File: src/rtl/io_uart_pkg.sv
// =====================================================================
// io_uart_pkg : register offsets, STATUS bit indices, FSM encodings and
//               the divisor clamp shared by the io_uart files.  rev 1.0
// =====================================================================
`default_nettype none

package io_uart_pkg;

   localparam logic [1:0] REG_TXDATA  = 2'd0;
   localparam logic [1:0] REG_RXDATA  = 2'd1;
   localparam logic [1:0] REG_STATUS  = 2'd2;
   localparam logic [1:0] REG_DIVISOR = 2'd3;

   localparam int ST_TX_FULL    = 0;
   localparam int ST_TX_EMPTY   = 1;
   localparam int ST_TX_BUSY    = 2;
   localparam int ST_RX_VALID   = 3;
   localparam int ST_RX_OVERRUN = 4;

   localparam logic [15:0] MIN_DIV = 16'd2;

   typedef enum logic [1:0] {
      TX_IDLE  = 2'd0,
      TX_START = 2'd1,
      TX_DATA  = 2'd2,
      TX_STOP  = 2'd3
   } tx_state_e;

   typedef enum logic [1:0] {
      RX_IDLE  = 2'd0,
      RX_START = 2'd1,
      RX_DATA  = 2'd2,
      RX_STOP  = 2'd3
   } rx_state_e;

   function automatic logic [15:0] clamp_div(input logic [15:0] v);
      return (v < MIN_DIV) ? MIN_DIV : v;
   endfunction

endpackage

`default_nettype wire

File: src/rtl/io_uart_fifo.sv
// =====================================================================
// io_uart_fifo : power-of-two FIFO with wrap-bit pointers and a
//                combinational head output.  rev 1.0
// =====================================================================
`default_nettype none

module io_uart_fifo #(
   parameter int DEPTH = 4,
   parameter int WIDTH = 8
) (
   input  logic             clk,
   input  logic             resetb,
   input  logic             push_i,
   input  logic             pop_i,
   input  logic [WIDTH-1:0] din_i,
   output logic [WIDTH-1:0] dout_o,
   output logic             full_o,
   output logic             empty_o
);

   localparam int AW = $clog2(DEPTH);

   logic [AW:0]      wr_q, rd_q;
   logic [WIDTH-1:0] mem_q [DEPTH];
   logic             do_push, do_pop;

   // Extra MSB distinguishes full from empty when the index bits match.
   assign full_o  = (wr_q[AW] != rd_q[AW]) && (wr_q[AW-1:0] == rd_q[AW-1:0]);
   assign empty_o = (wr_q == rd_q);
   assign do_push = push_i && !full_o;
   assign do_pop  = pop_i && !empty_o;
   assign dout_o  = mem_q[rd_q[AW-1:0]];

   always_ff @(posedge clk or negedge resetb) begin
      if (!resetb) begin
         wr_q <= '0;
         rd_q <= '0;
      end else begin
         if (do_push) wr_q <= wr_q + (AW+1)'(1);
         if (do_pop)  rd_q <= rd_q + (AW+1)'(1);
      end
   end

   always_ff @(posedge clk) begin
      if (do_push) mem_q[wr_q[AW-1:0]] <= din_i;
   end

endmodule

`default_nettype wire

File: src/rtl/io_uart.sv
// =====================================================================
// io_uart : memory-mapped 8N1 UART on the 8-bit I/O bus; the receiver
//           is built only when IO_UART_RX_EN is defined.  rev 1.0
// =====================================================================
`default_nettype none

module io_uart
   import io_uart_pkg::*;
#(
   parameter logic [3:0]  BASE_ADDR = 4'h1,
   parameter int          TX_DEPTH  = 4,
   parameter logic [15:0] DIV_RESET = 16'd104
) (
   input  logic        clk,
   input  logic        resetb,
   input  logic [7:0]  io_addr,
   input  logic        io_en,
   input  logic        io_we,
   input  logic [31:0] io_data_write,
   output logic [31:0] io_data_read,
   output logic        uart_tx,
   input  logic        uart_rx
);

   logic        sel, rd, wr;
   logic [1:0]  off;
   logic [15:0] div_q, div_d;
   logic        tx_full, tx_empty, tx_busy, tx_pop;
   logic [7:0]  tx_head;
   logic        rx_valid, rx_overrun;
   logic [7:0]  rx_byte;
   logic        unused_bits;

   assign sel = (io_addr[7:4] == BASE_ADDR);
   assign off = io_addr[3:2];
   assign rd  = sel && io_en && !io_we;
   assign wr  = sel && io_en && io_we;
   assign unused_bits = ^{io_addr[1:0], io_data_write[31:16]};

   assign div_d = (wr && off == REG_DIVISOR) ? clamp_div(io_data_write[15:0]) : div_q;

   always_ff @(posedge clk or negedge resetb) begin
      if (!resetb) div_q <= DIV_RESET;
      else         div_q <= div_d;
   end

   io_uart_fifo #(
      .DEPTH (TX_DEPTH),
      .WIDTH (8)
   ) u_txfifo (
      .clk     (clk),
      .resetb  (resetb),
      .push_i  (wr && off == REG_TXDATA),
      .pop_i   (tx_pop),
      .din_i   (io_data_write[7:0]),
      .dout_o  (tx_head),
      .full_o  (tx_full),
      .empty_o (tx_empty)
   );

   always_comb begin
      io_data_read = 32'b0;
      if (rd) begin
         case (off)
            REG_RXDATA:  io_data_read = {23'b0, rx_valid, rx_byte};
            REG_STATUS:  io_data_read = {27'b0, rx_overrun, rx_valid, tx_busy, tx_empty, tx_full};
            REG_DIVISOR: io_data_read = {16'b0, div_q};
            default:     io_data_read = 32'b0;
         endcase
      end
   end

   // ------------------------------------------------------------ TX
   tx_state_e   tx_state_q, tx_state_d;
   logic [15:0] tx_cnt_q, tx_cnt_d, tx_bdiv_q, tx_bdiv_d;
   logic [2:0]  tx_bit_q, tx_bit_d;
   logic [7:0]  tx_sh_q, tx_sh_d;
   logic        tx_q, tx_d, tx_bit_end;

   // Each bit latches its own length so divisor writes only bite at a boundary.
   assign tx_bit_end = (tx_cnt_q == tx_bdiv_q - 16'd1);
   assign tx_busy    = (tx_state_q != TX_IDLE);
   assign uart_tx    = tx_q;

   always_ff @(posedge clk or negedge resetb) begin
      if (!resetb) begin
         tx_state_q <= TX_IDLE;
         tx_cnt_q   <= '0;
         tx_bdiv_q  <= DIV_RESET;
         tx_bit_q   <= '0;
         tx_sh_q    <= '0;
         tx_q       <= 1'b1;
      end else begin
         tx_state_q <= tx_state_d;
         tx_cnt_q   <= tx_cnt_d;
         tx_bdiv_q  <= tx_bdiv_d;
         tx_bit_q   <= tx_bit_d;
         tx_sh_q    <= tx_sh_d;
         tx_q       <= tx_d;
      end
   end

   always_comb begin
      tx_state_d = tx_state_q;
      tx_cnt_d   = tx_cnt_q + 16'd1;
      tx_bdiv_d  = tx_bdiv_q;
      tx_bit_d   = tx_bit_q;
      tx_sh_d    = tx_sh_q;
      tx_pop     = 1'b0;
      case (tx_state_q)
         TX_IDLE: begin
            tx_cnt_d = '0;
            if (!tx_empty) begin
               tx_state_d = TX_START;
               tx_pop     = 1'b1;
               tx_sh_d    = tx_head;
               tx_bdiv_d  = div_q;
            end
         end
         TX_START: begin
            if (tx_bit_end) begin
               tx_state_d = TX_DATA;
               tx_bit_d   = '0;
               tx_cnt_d   = '0;
               tx_bdiv_d  = div_q;
            end
         end
         TX_DATA: begin
            if (tx_bit_end) begin
               tx_sh_d    = tx_sh_q >> 1;
               tx_cnt_d   = '0;
               tx_bdiv_d  = div_q;
               tx_bit_d   = tx_bit_q + 3'd1;
               if (tx_bit_q == 3'd7) tx_state_d = TX_STOP;
            end
         end
         TX_STOP: begin
            if (tx_bit_end) begin
               tx_cnt_d  = '0;
               tx_bdiv_d = div_q;
               if (!tx_empty) begin
                  tx_state_d = TX_START;
                  tx_pop     = 1'b1;
                  tx_sh_d    = tx_head;
               end else begin
                  tx_state_d = TX_IDLE;
               end
            end
         end
         default: tx_state_d = TX_IDLE;
      endcase
   end

   always_comb begin
      case (tx_state_d)
         TX_START: tx_d = 1'b0;
         TX_DATA:  tx_d = tx_sh_d[0];
         default:  tx_d = 1'b1;
      endcase
   end

   // ------------------------------------------------------------ RX
`ifdef IO_UART_RX_EN
   rx_state_e   rx_state_q, rx_state_d;
   logic [15:0] rx_cnt_q, rx_cnt_d;
   logic [2:0]  rx_bit_q, rx_bit_d;
   logic [7:0]  rx_sh_q, rx_sh_d, rx_byte_q, rx_byte_d;
   logic        rx_m_q, rx_s_q, rx_prev_q;
   logic        rx_valid_q, rx_valid_d, rx_ovr_q, rx_ovr_d;
   logic        rx_done, rd_rx, rd_st;

   assign rd_rx      = rd && off == REG_RXDATA;
   assign rd_st      = rd && off == REG_STATUS;
   assign rx_valid   = rx_valid_q;
   assign rx_overrun = rx_ovr_q;
   assign rx_byte    = rx_byte_q;

   always_ff @(posedge clk or negedge resetb) begin
      if (!resetb) begin
         rx_m_q     <= 1'b1;
         rx_s_q     <= 1'b1;
         rx_prev_q  <= 1'b1;
         rx_state_q <= RX_IDLE;
         rx_cnt_q   <= '0;
         rx_bit_q   <= '0;
         rx_sh_q    <= '0;
         rx_byte_q  <= '0;
         rx_valid_q <= 1'b0;
         rx_ovr_q   <= 1'b0;
      end else begin
         rx_m_q     <= uart_rx;
         rx_s_q     <= rx_m_q;
         rx_prev_q  <= rx_s_q;
         rx_state_q <= rx_state_d;
         rx_cnt_q   <= rx_cnt_d;
         rx_bit_q   <= rx_bit_d;
         rx_sh_q    <= rx_sh_d;
         rx_byte_q  <= rx_byte_d;
         rx_valid_q <= rx_valid_d;
         rx_ovr_q   <= rx_ovr_d;
      end
   end

   always_comb begin
      rx_state_d = rx_state_q;
      rx_cnt_d   = rx_cnt_q + 16'd1;
      rx_bit_d   = rx_bit_q;
      rx_sh_d    = rx_sh_q;
      rx_done    = 1'b0;
      case (rx_state_q)
         RX_IDLE: begin
            rx_cnt_d = '0;
            if (rx_prev_q && !rx_s_q) rx_state_d = RX_START;
         end
         RX_START: begin
            if (rx_cnt_q >= (div_q >> 1) - 16'd1) begin
               rx_cnt_d   = '0;
               rx_bit_d   = '0;
               rx_state_d = rx_s_q ? RX_IDLE : RX_DATA;
            end
         end
         RX_DATA: begin
            if (rx_cnt_q >= div_q - 16'd1) begin
               rx_cnt_d = '0;
               rx_sh_d  = {rx_s_q, rx_sh_q[7:1]};
               rx_bit_d = rx_bit_q + 3'd1;
               if (rx_bit_q == 3'd7) rx_state_d = RX_STOP;
            end
         end
         RX_STOP: begin
            if (rx_cnt_q >= div_q - 16'd1) begin
               rx_cnt_d   = '0;
               rx_state_d = RX_IDLE;
               rx_done    = rx_s_q;
            end
         end
         default: rx_state_d = RX_IDLE;
      endcase
   end

   // A byte landing during an RXDATA read wins and is not an overrun.
   always_comb begin
      rx_byte_d  = rx_byte_q;
      rx_valid_d = rx_valid_q;
      rx_ovr_d   = rd_st ? 1'b0 : rx_ovr_q;
      if (rx_done) begin
         rx_byte_d  = rx_sh_q;
         rx_valid_d = 1'b1;
         if (rx_valid_q && !rd_rx) rx_ovr_d = 1'b1;
      end else if (rd_rx) begin
         rx_valid_d = 1'b0;
      end
   end
`else
   logic unused_rx;

   assign unused_rx  = uart_rx;
   assign rx_valid   = 1'b0;
   assign rx_overrun = 1'b0;
   assign rx_byte    = 8'h00;
`endif

endmodule

`default_nettype wire

File: config.mk
export PLATFORM = sky130hd
export DESIGN_NAME = io_uart
export DESIGN_NICKNAME = d
export VERILOG_FILES = /design/src/rtl/io_uart_pkg.sv /design/src/rtl/io_uart_fifo.sv /design/src/rtl/io_uart.sv
export SDC_FILE = /design/constraint.sdc
export NUM_CORES = 1
export LEC_CHECK = 0
export CORE_MARGIN = 4
export CORE_UTILIZATION = 25
export CTS_BUF_LIST = sky130_fd_sc_hd__clkbuf_16
export DETAILED_ROUTE_END_ITERATION = 16
export MAX_ROUTING_LAYER = met4
export SYNTH_ARGS = -nofsm -noshare
export SYNTH_HDL_FRONTEND = slang
export SYNTH_SLANG_ARGS = --single-unit
File: constraint.sdc
create_clock -name clk -period 4.7 [get_ports clk]
set_input_delay 0.94 -clock clk [delete_from_list [all_inputs] [get_ports clk]]
set_output_delay 0.94 -clock clk [all_outputs]
set_load 0.02 [all_outputs]
== Word level (Yosys, flattened, before mapping) ==
Memories as Yosys holds them, arrays and structs flattened.
Index checks and enable logic that the tools add are counted.
Word-level totals
  bits in registers: 68
  memory bits (writable): 32
  input bits: 45
  logic and storage cells: 83
  memories: 1
Memories
  u_txfifo.mem_q: depth 4, bits a word 8, rd ports 1, clocked after memory_dff 0, wr ports 1, line io_uart_fifo.sv:24  | logic [WIDTH-1:0] mem_q [DEPTH];
Cells by class
  add/sub/neg operators: 5
  $lt $le $gt $ge: 1
  eq/ne operators: 18
  mux-type cells: 28
  reductions and logical operators: 20
Operators with widths (count)
  16-bit case mux with 2 select lines: 3
  16-bit 2-to-1 mux: 5
  8-bit 2-to-1 mux: 3
  8-bit case mux with 3 select lines: 1
  16-bit by 1-bit adder with 16-bit output, second input constant: 1
  16-bit == test: 1
  16-bit by 2-bit < comparator with 1-bit output, second input constant: 1
  16-bit by 1-bit subtractor with 16-bit output, second input constant: 1
  2-bit == test, second input constant: 5
  2-bit 2-to-1 mux: 5
  3-bit by 1-bit adder with 3-bit output, second input constant: 3
  1-bit logical AND: 8
  2-bit inequality test, second input constant: 4
  2-bit case mux with 4 select lines: 1
  3-bit 2-to-1 mux: 2
  3-bit case mux with 2 select lines: 1
  3-bit AND reduction: 2
  1-bit 2-to-1 mux: 5
  2-bit by 1-bit == test with 1-bit output, second input constant: 2
  4-bit by 1-bit == test with 1-bit output, second input constant: 1
  2-bit zero test: 2
  1-bit case mux with 2 select lines: 2
  2-bit nonzero test: 2
  3-bit == test: 1
  8 further kinds: 10

== Longest topological paths before layout ==
Gate-level depths: netlist (run 1).
  depth in word-level cells: 7
  depth in mapped cells: 13

== Hierarchy ==
A second synthesis (run 1) with hierarchy kept.
Second synthesis, totals
  cell total of the unflattened synthesis: 511
  area, all modules: 5567.8 µm²
Modules (own cells, without submodules)
  io_uart: instances 1, cells each 418, area each 3883.7 µm², sequential area each 1560.2 µm²
  io_uart_fifo: instances 1, cells each 93, area each 1684.1 µm², sequential area each 1111.1 µm²

== Worst setup path after synthesis (run 1) ==
Ideal clock, no wire load.
  kind: flip-flop to flip-flop
  start point: reg tx_bdiv_q[0]
  end point: reg tx_bdiv_q[10]
  library setup time: 0.125 ns
  arrival: 3.203 ns
  setup slack: 1.372 ns
  stages on the path, launching flop included: 14
  clock period less this slack: 3.328 ns
  path through: dfrtp_1 inv_1 ha_1 or3b_4 or4_4 a2111oi_4 nor3b_2 and4b_4 nand2_2 nand2b_2 buf_6 o21ai_4 buf_6 mux2_4
Between the ends
  word-level cells in the longest chain between the ends: 4
RTL lines
  from (decl): line io_uart.sv:75  | logic [15:0] tx_cnt_q, tx_cnt_d, tx_bdiv_q, tx_bdiv_d;
  from (signal assigned): line io_uart.sv:96  | tx_bdiv_q <= tx_bdiv_d;
  16-bit by 1-bit subtractor with 16-bit output: line io_uart.sv:81  | assign tx_bit_end = (tx_cnt_q == tx_bdiv_q - 16'd1);
  16-bit == test: line io_uart.sv:81
  2-bit by 1-bit inequality test with 1-bit output (no line)
  2-bit AND reduction (no line)
Every way passes these cells.
A chain may end at the register's enable or synchronous reset.

== Worst setup path in the final report (run 1) ==
  start point: in io_addr[7]
  end point: out io_data_read[15]
Between the ends
  word-level cells in the longest chain between the ends: 4
RTL lines
  from (decl): line io_uart.sv:16  | input logic [7:0] io_addr,
  4-bit by 1-bit == test with 1-bit output: line io_uart.sv:34  | assign sel = (io_addr[7:4] == BASE_ADDR);
  1-bit logical AND (2 in series): line io_uart.sv:36  | assign rd = sel && io_en && !io_we;
  16-bit 2-to-1 mux: line io_uart.sv:63  | if (rd) begin
  to (decl): line io_uart.sv:20  | output logic [31:0] io_data_read,
Every way passes these cells.

==> results.md, run 1 <==
* Status: finished clean
* Global-route usage over all layers at 9.855%
* Sinks on Clock Net at 100
* Skew-Pair Late Insertion Delay at 0.35 ns
* Transition time at the pin with the least slew margin at 0.9545 ns
* First-pass iteration count of the detailed router at 4
* List of cells traversed by the critical path: clkdlybuf4s50_1, nor2_1, and4b_1, nand3b_1, nor2_1, buf_4, and2_1, clkdlybuf4s50_1
* Top cell type by total area after synthesis: dfrtp_1
* Main area contributors after synthesis: dfrtp_1 (28%), edfxtp_1 (18%), mux2_2 (4.6%)
* CTS buffer count at 9
* Final standard cell area without fillers at 0.006345 mm^2
* Tightest Hold Check Type: reg2reg
* Layout cells sized above 1 at 16.93%
* Final critical delay including setup and external delays at 3.885 ns
* Port bufs at 42
* DRC marker count from the first detailed-route iteration at 177
* Cell with the most instances after synthesis: dfrtp_1
* Clock input transition at the sequential cells of the worst setup and hold paths at 0.07 ns
* Cell chosen for the clock root: clkbuf_16
* Worst-path cell with the longest stage delay: clkdlybuf4s50_1
* Initial antenna violation count at 0
* Area after DPL at 0.006057 mm^2
* Area overhead of the layout relative to synthesis at 17.63%
* Final layout net count at 563
* Worst slew margin relative to its limit at 36.37%
* Required arrival time at the worst endpoint at 3.76 ns
* Sequential area share after synthesis at 49.52%
* Worst r2r src: tx_bdiv_q[0]
* Wire length of the first global-routing pass at 18,530 um
* Top flip-flop cell by instance count after synthesis: dfrtp_1
* Drt wl/cell at 14.08 um
* Final cycle utilization of the critical path at 82.65%
* Remaining routing DRC violations at 0
* RSZ-0062 raised after global routing: false
* Core Rows at 53
* Io pins at 78
* Category of the worst setup path capture point: primary output
* Combined buffer and inverter count along the critical path at 3
* Clock Skew at 0.006449 ns
* EDFF count, synth at 32
* Number of inserted diodes at 0
* H-tree lvl count at 3
* Share of synthesized flip-flops with an asynchronous set or reset at 68.00%
* Share of the synthesized area in the top cell type at 28.30%
* Number of maximum-capacitance constraint violations at 0
* Yosys warning total at 0
* Post-CTS Setup Bufs at 0
* Post-CTS Hold Buffers at 0
* Largest stage delay, worst path at 0.61 ns
* CTS tree: built
* Post-synth design cell area at 0.005394 mm^2
* Synth cell count leaders: dfrtp_1 (61), nor2_1 (47), edfxtp_1 (32)
* Vertical extent of the die at 154.9 um
* Startpoint-to-endpoint class of the critical path: in2out
* P_leak at 2.625 nW
* Register bit total from synthesis at 100
* Power per Cell Area at 586.7 mW/mm^2
* Final TNS setup at 0 ns
* Die area at 0.02399 mm^2
* Kind of cell adding the most delay to the critical path: buffers and inverters
* Total design power at 3.722 mW
* Number of hold-slack violations in the final timing report at 0
* Routed vias at 3,401
* Worst VDD drop at 0.2564 mV
* Final RePlAce weighted congestion at 0.8263
* Worst Path Arrival at 2.94 ns
* Synthesized area divided by synthesized cell count at 11.73 um^2
* Aggregate global routing overflow at 0
* DPL Wire Length at 8109 um
* Final count of negative-setup-slack endpoints at 0
* Antenna-violating nets left at 0
* Number of distinct library cells after synthesis at 62
* Largest net degree at the start of global routing at 41
* Start point of the critical path: io_addr[7]
* Longest Clk Path Bufs at 2
* Beginning of the worst hold path: tx_bit_q[2]
* Gates resized, CTS repair at 0
* Core area at 0.02115 mm^2
* Type of origin of the critical path: input port
* Synthesized instance count at 460
* Die width at 154.9 um
* Peak Freq at 257.4 MHz
* Non-filler instance count after layout at 783
* Wire length after detailed routing at 11,020 um
* Maximum fanout count along the critical path at 13
* Number of global-route vias before repair at 3,432
* Starting density of the core at 25.50%
* Vias per cell at 4.344
* Inst Count DP at 767
* Count of pins over their slew limit at 0
==> flip-flops by register name, summed over array words and instances, names as in the netlist <==
name            flops
tx_bit_q            3
u_txfifo.rd_q       3
tx_sh_q             8
tx_cnt_q           16
tx_bdiv_q          16
uart_tx             1
u_txfifo.wr_q       3
u_txfifo.mem_q     32
tx_state_q          2
div_q              16
==> per-stage QoR <==
stage	utilization, %	hold WS, ns	setup WS (ns)
final	29.99	0.4820	0.8153
after global routing	29.99	0.5306	0.6836
after CTS	29.99	0.4874	0.8024
after detailed placement	28.63	0.4710	0.8057
after global placement	28.63	0.4663	0.8105
after floorplan	-	0.4453	1.372
==> final timing paths <==
kind,depth (start not counted),slack [ns],end
max,8,0.82,io_data_read[15]
min,2,0.48,tx_bit_q[2]
max reg2reg,11,0.97,tx_bdiv_q[13]
min reg2reg,2,0.48,tx_bit_q[2]
max in group asynchronous,2,2.98,tx_bdiv_q[6]
min in group asynchronous,1,0.73,u_txfifo.wr_q[2]
==> layer usage <==
| metal | vias up | share of wire [%] | global-route usage (%) |
|---|---|---|---|
| met4 | 0 | 1.3 | 3.196 |
| met2 | 63 | 48 | 15.41 |
| met5 | - | 0 | - |
| li1 | 1692 | - | - |
| met1 | 1636 | 47 | 13.23 |
| met3 | 10 | 3.4 | 1.446 |
==> final cells by class <==
| class | count | area, um^2 |
|---|---|---|
| Sequential cell | 100 | 2671 |
| Inverter | 20 | 75.07 |
| Tap cell | 275 | 344.1 |
| Timing Repair Buffer | 47 | 452.9 |
| Multi-Input combinational cell | 325 | 2514 |
| Fill cell | 2161 | 14810 |
| Clock buffer | 9 | 225.2 |
| Clock inverter | 7 | 62.56 |
==> worst min-delay path, delay by kind of cell (launching register included) <==
family,cells,cell delay (ns)
flops,1,0.35
simple gates,2,0.10
==> logic make-up after synthesis <==
logic type / Yosys count / synth area share, %
flip-flops: 100 / 49.52
AO/OA/AOI/OAI: 54 / 7.818
AND/OR/NAND/NOR: 150 / 15.15
adder cells (fa/ha/maj): 15 / 3.479
buffers and inverters: 50 / 4.918
other: 1 / 0.06952
multiplexers: 49 / 12.39
XOR/XNOR: 41 / 6.657
==> cell usage in the layout, fill, tap and decap left out, types with 16 or more instances in the layout <==
cell type and count:
xor2_1 19, conb_1 16, mux2_2 22, edfxtp_1 32, nor2_1 47, dfrtp_1 61, and2_1 18, xnor2_1 22
clkdlybuf4s50_1 41, inv_1 20, nand2_1 20
==> report_power, final <==
part           switching, mW  total, mW  internal [mW]
clock                  0.346      0.718          0.372
sequential             0.198       1.27           1.07
combinational          0.938       1.73          0.795
(Power assumes the default switching activity.)
==> run 2, diff against run 1 <==
Clock period 4.7 ns to 3.37 ns, I/O delays scaled along.
==> run 2 against run 1 <==
Combinational power grew 52%. Worst setup slack lost 0.69 ns. Clock power grew 39%. Critical path depth grew 2. Sequential cell count is the same. Non-clock buffer count grew 16. Final area grew 2.6%. Core utilization grew 0.77 points. Clock-buffer cell count is the same. Sequential share of layout area shrank 1.1 points. Global-route usage shrank 0.10 points.
==> results.md, run 2 (synthesis results as in run 1) <==
* Status: finished clean
* Die width at 154.9 um
* Clock input transition at the sequential cells of the worst setup and hold paths at 0.07 ns
* H-tree lvl count at 3
* Port bufs at 42
* Commonest non-fill, non-tap cells in the layout: dfrtp_1 (61), nor2_1 (47), edfxtp_1 (32)
* Vias per cell at 4.347
* RSZ-0062 raised after global routing: false
* Final TNS setup at 0 ns
* First-pass iteration count of the detailed router at 4
* Number of inserted diodes at 0
* Routed vias at 3,473
* Worst r2r src: tx_bdiv_q[0]
* Final critical delay including setup and external delays at 3.246 ns
* Number of maximum-capacitance constraint violations at 0
* Area occupied by multi-input gates at 0.002519 mm^2
* Worst slew margin relative to its limit at 55.73%
* P_leak at 2.950 nW
* Cell chosen for the clock root: clkbuf_16
* Transition time at the pin with the least slew margin at 0.6615 ns
* Placement Setup Slack at 0.02660 ns
* Final design utilization at 30.76%
* Wire length after detailed routing at 11,090 um
* Core Rows at 53
* Drt wl/cell at 13.88 um
* Type of origin of the critical path: flop
* Initial antenna violation count at 0
* Inst Count DP at 782
* Worst hold slack after final layout at 0.1484 ns
* Commonest non-fill, non-tap cell in the layout: dfrtp_1
* Final standard cell area without fillers at 0.006507 mm^2
* DPL Wire Length at 8379 um
* Core area at 0.02115 mm^2
* Largest net degree at the start of global routing at 33
* Number of global-route vias before repair at 3,427
* CTS tree: built
* Storage element area at 0.002671 mm^2
* Remaining routing DRC violations at 0
* Io pins at 78
* Worst VDD drop at 0.3547 mV
* Peak Freq at 308.1 MHz
* Clock Skew at 0.006378 ns
* Tightest Hold Check Type: in2async
* Layout cells sized above 1 at 19.66%
* Die area at 0.02399 mm^2
* DRC marker count from the first detailed-route iteration at 132
* Category of the worst setup path capture point: flop
* Maximum fanout count along the critical path at 4
* Wire length of the first global-routing pass at 18,350 um
* Final cycle utilization of the critical path at 96.33%
* Crit path setup slack, layout at 0.1238 ns
* Final-layout fill cell count at 2,149
* Number of hold-slack violations in the final timing report at 0
* Global-route usage over all layers at 9.752%
* Startpoint-to-endpoint class of the critical path: reg2reg
* Non-filler instance count after layout at 799
* Total design power at 5.383 mW
* Final count of negative-setup-slack endpoints at 0
* Aggregate global routing overflow at 0
* Longest Clk Path Bufs at 2
* CTS buffer count at 9
* Post-CTS Hold Buffers at 0
* Area after DPL at 0.006170 mm^2
* Required arrival time at the worst endpoint at 3.60 ns
* Largest register FFs at 32
* Worst Path Arrival at 3.48 ns
* Starting density of the core at 25.50%
* Final RePlAce weighted congestion at 0.7679
* Antenna-violating nets left at 0
* Sinks on Clock Net at 100
* Area overhead of the layout relative to synthesis at 20.64%
* Start point of the critical path: tx_bdiv_q[0]
* Final layout net count at 579
* Vertical extent of the die at 154.9 um
* Count of pins over their slew limit at 0
* Skew-Pair Late Insertion Delay at 0.34 ns
* Power per Cell Area at 827.2 mW/mm^2
## run 2: cell count changes in the layout (fill, tap and decap cells not counted), sizes merged
cell	delta
clkinv	+2
inv	-2
clkdlybuf4s50	-13
buf	+16
dlymetal6s2s	+13
## run 2: worst max-delay path, stage by stage, from the launching register on
cell and delay, ns:
dfrtp_1 0.38, inv_1 0.08, ha_1 0.15, or3b_4 0.38
or4_4 0.50, a2111oi_4 0.34, nor3b_2 0.22, and4b_4 0.31
a31oi_4 0.10, or3_4 0.38, mux2_4 0.30
## run 2: path summary, 6_finish.rpt
check	slack, ns	end	cells after the start
worst max-delay path	0.12	u_txfifo.rd_q[1]	10
worst min-delay path	0.15	u_txfifo.wr_q[0]	1
worst max register to register	0.12	u_txfifo.rd_q[1]	10
worst min register to register	0.49	u_txfifo.rd_q[2]	1
max in group asynchronous	2.54	tx_bdiv_q[6]	2
min in group clk	0.49	u_txfifo.rd_q[2]	1
## run 2: metal layers
layer / GRT usage [%] / up-vias / wire (um)
li1: - / 1729 / -
met1: 13.29 / 1679 / 5389
met3: 1.196 / 9 / 293
met4: 3.280 / 0 / 157
met5: - / - / 0
met2: 15.14 / 56 / 5247
## run 2: final cells by class
| type | count | share of cell area [%] |
|---|---|---|
| Timing Repair Buffer | 63 | 9.306 |
| Multi-Input combinational cell | 325 | 38.70 |
| Clock inverter | 7 | 1.038 |
| Tap cell | 275 | 5.287 |
| Inverter | 20 | 1.154 |
| Sequential cell | 100 | 41.05 |
| Clock buffer | 9 | 3.461 |
## run 2: repair_timing
action,4_1_cts,5_1_grt
setup buffers,0,1
setup endpoints to repair,0,22
gates resized for setup,0,15
## run 2: power breakdown
part	internal (mW)	switching, mW
combinational	1.27	1.36
clock	0.518	0.482
sequential	1.50	0.254
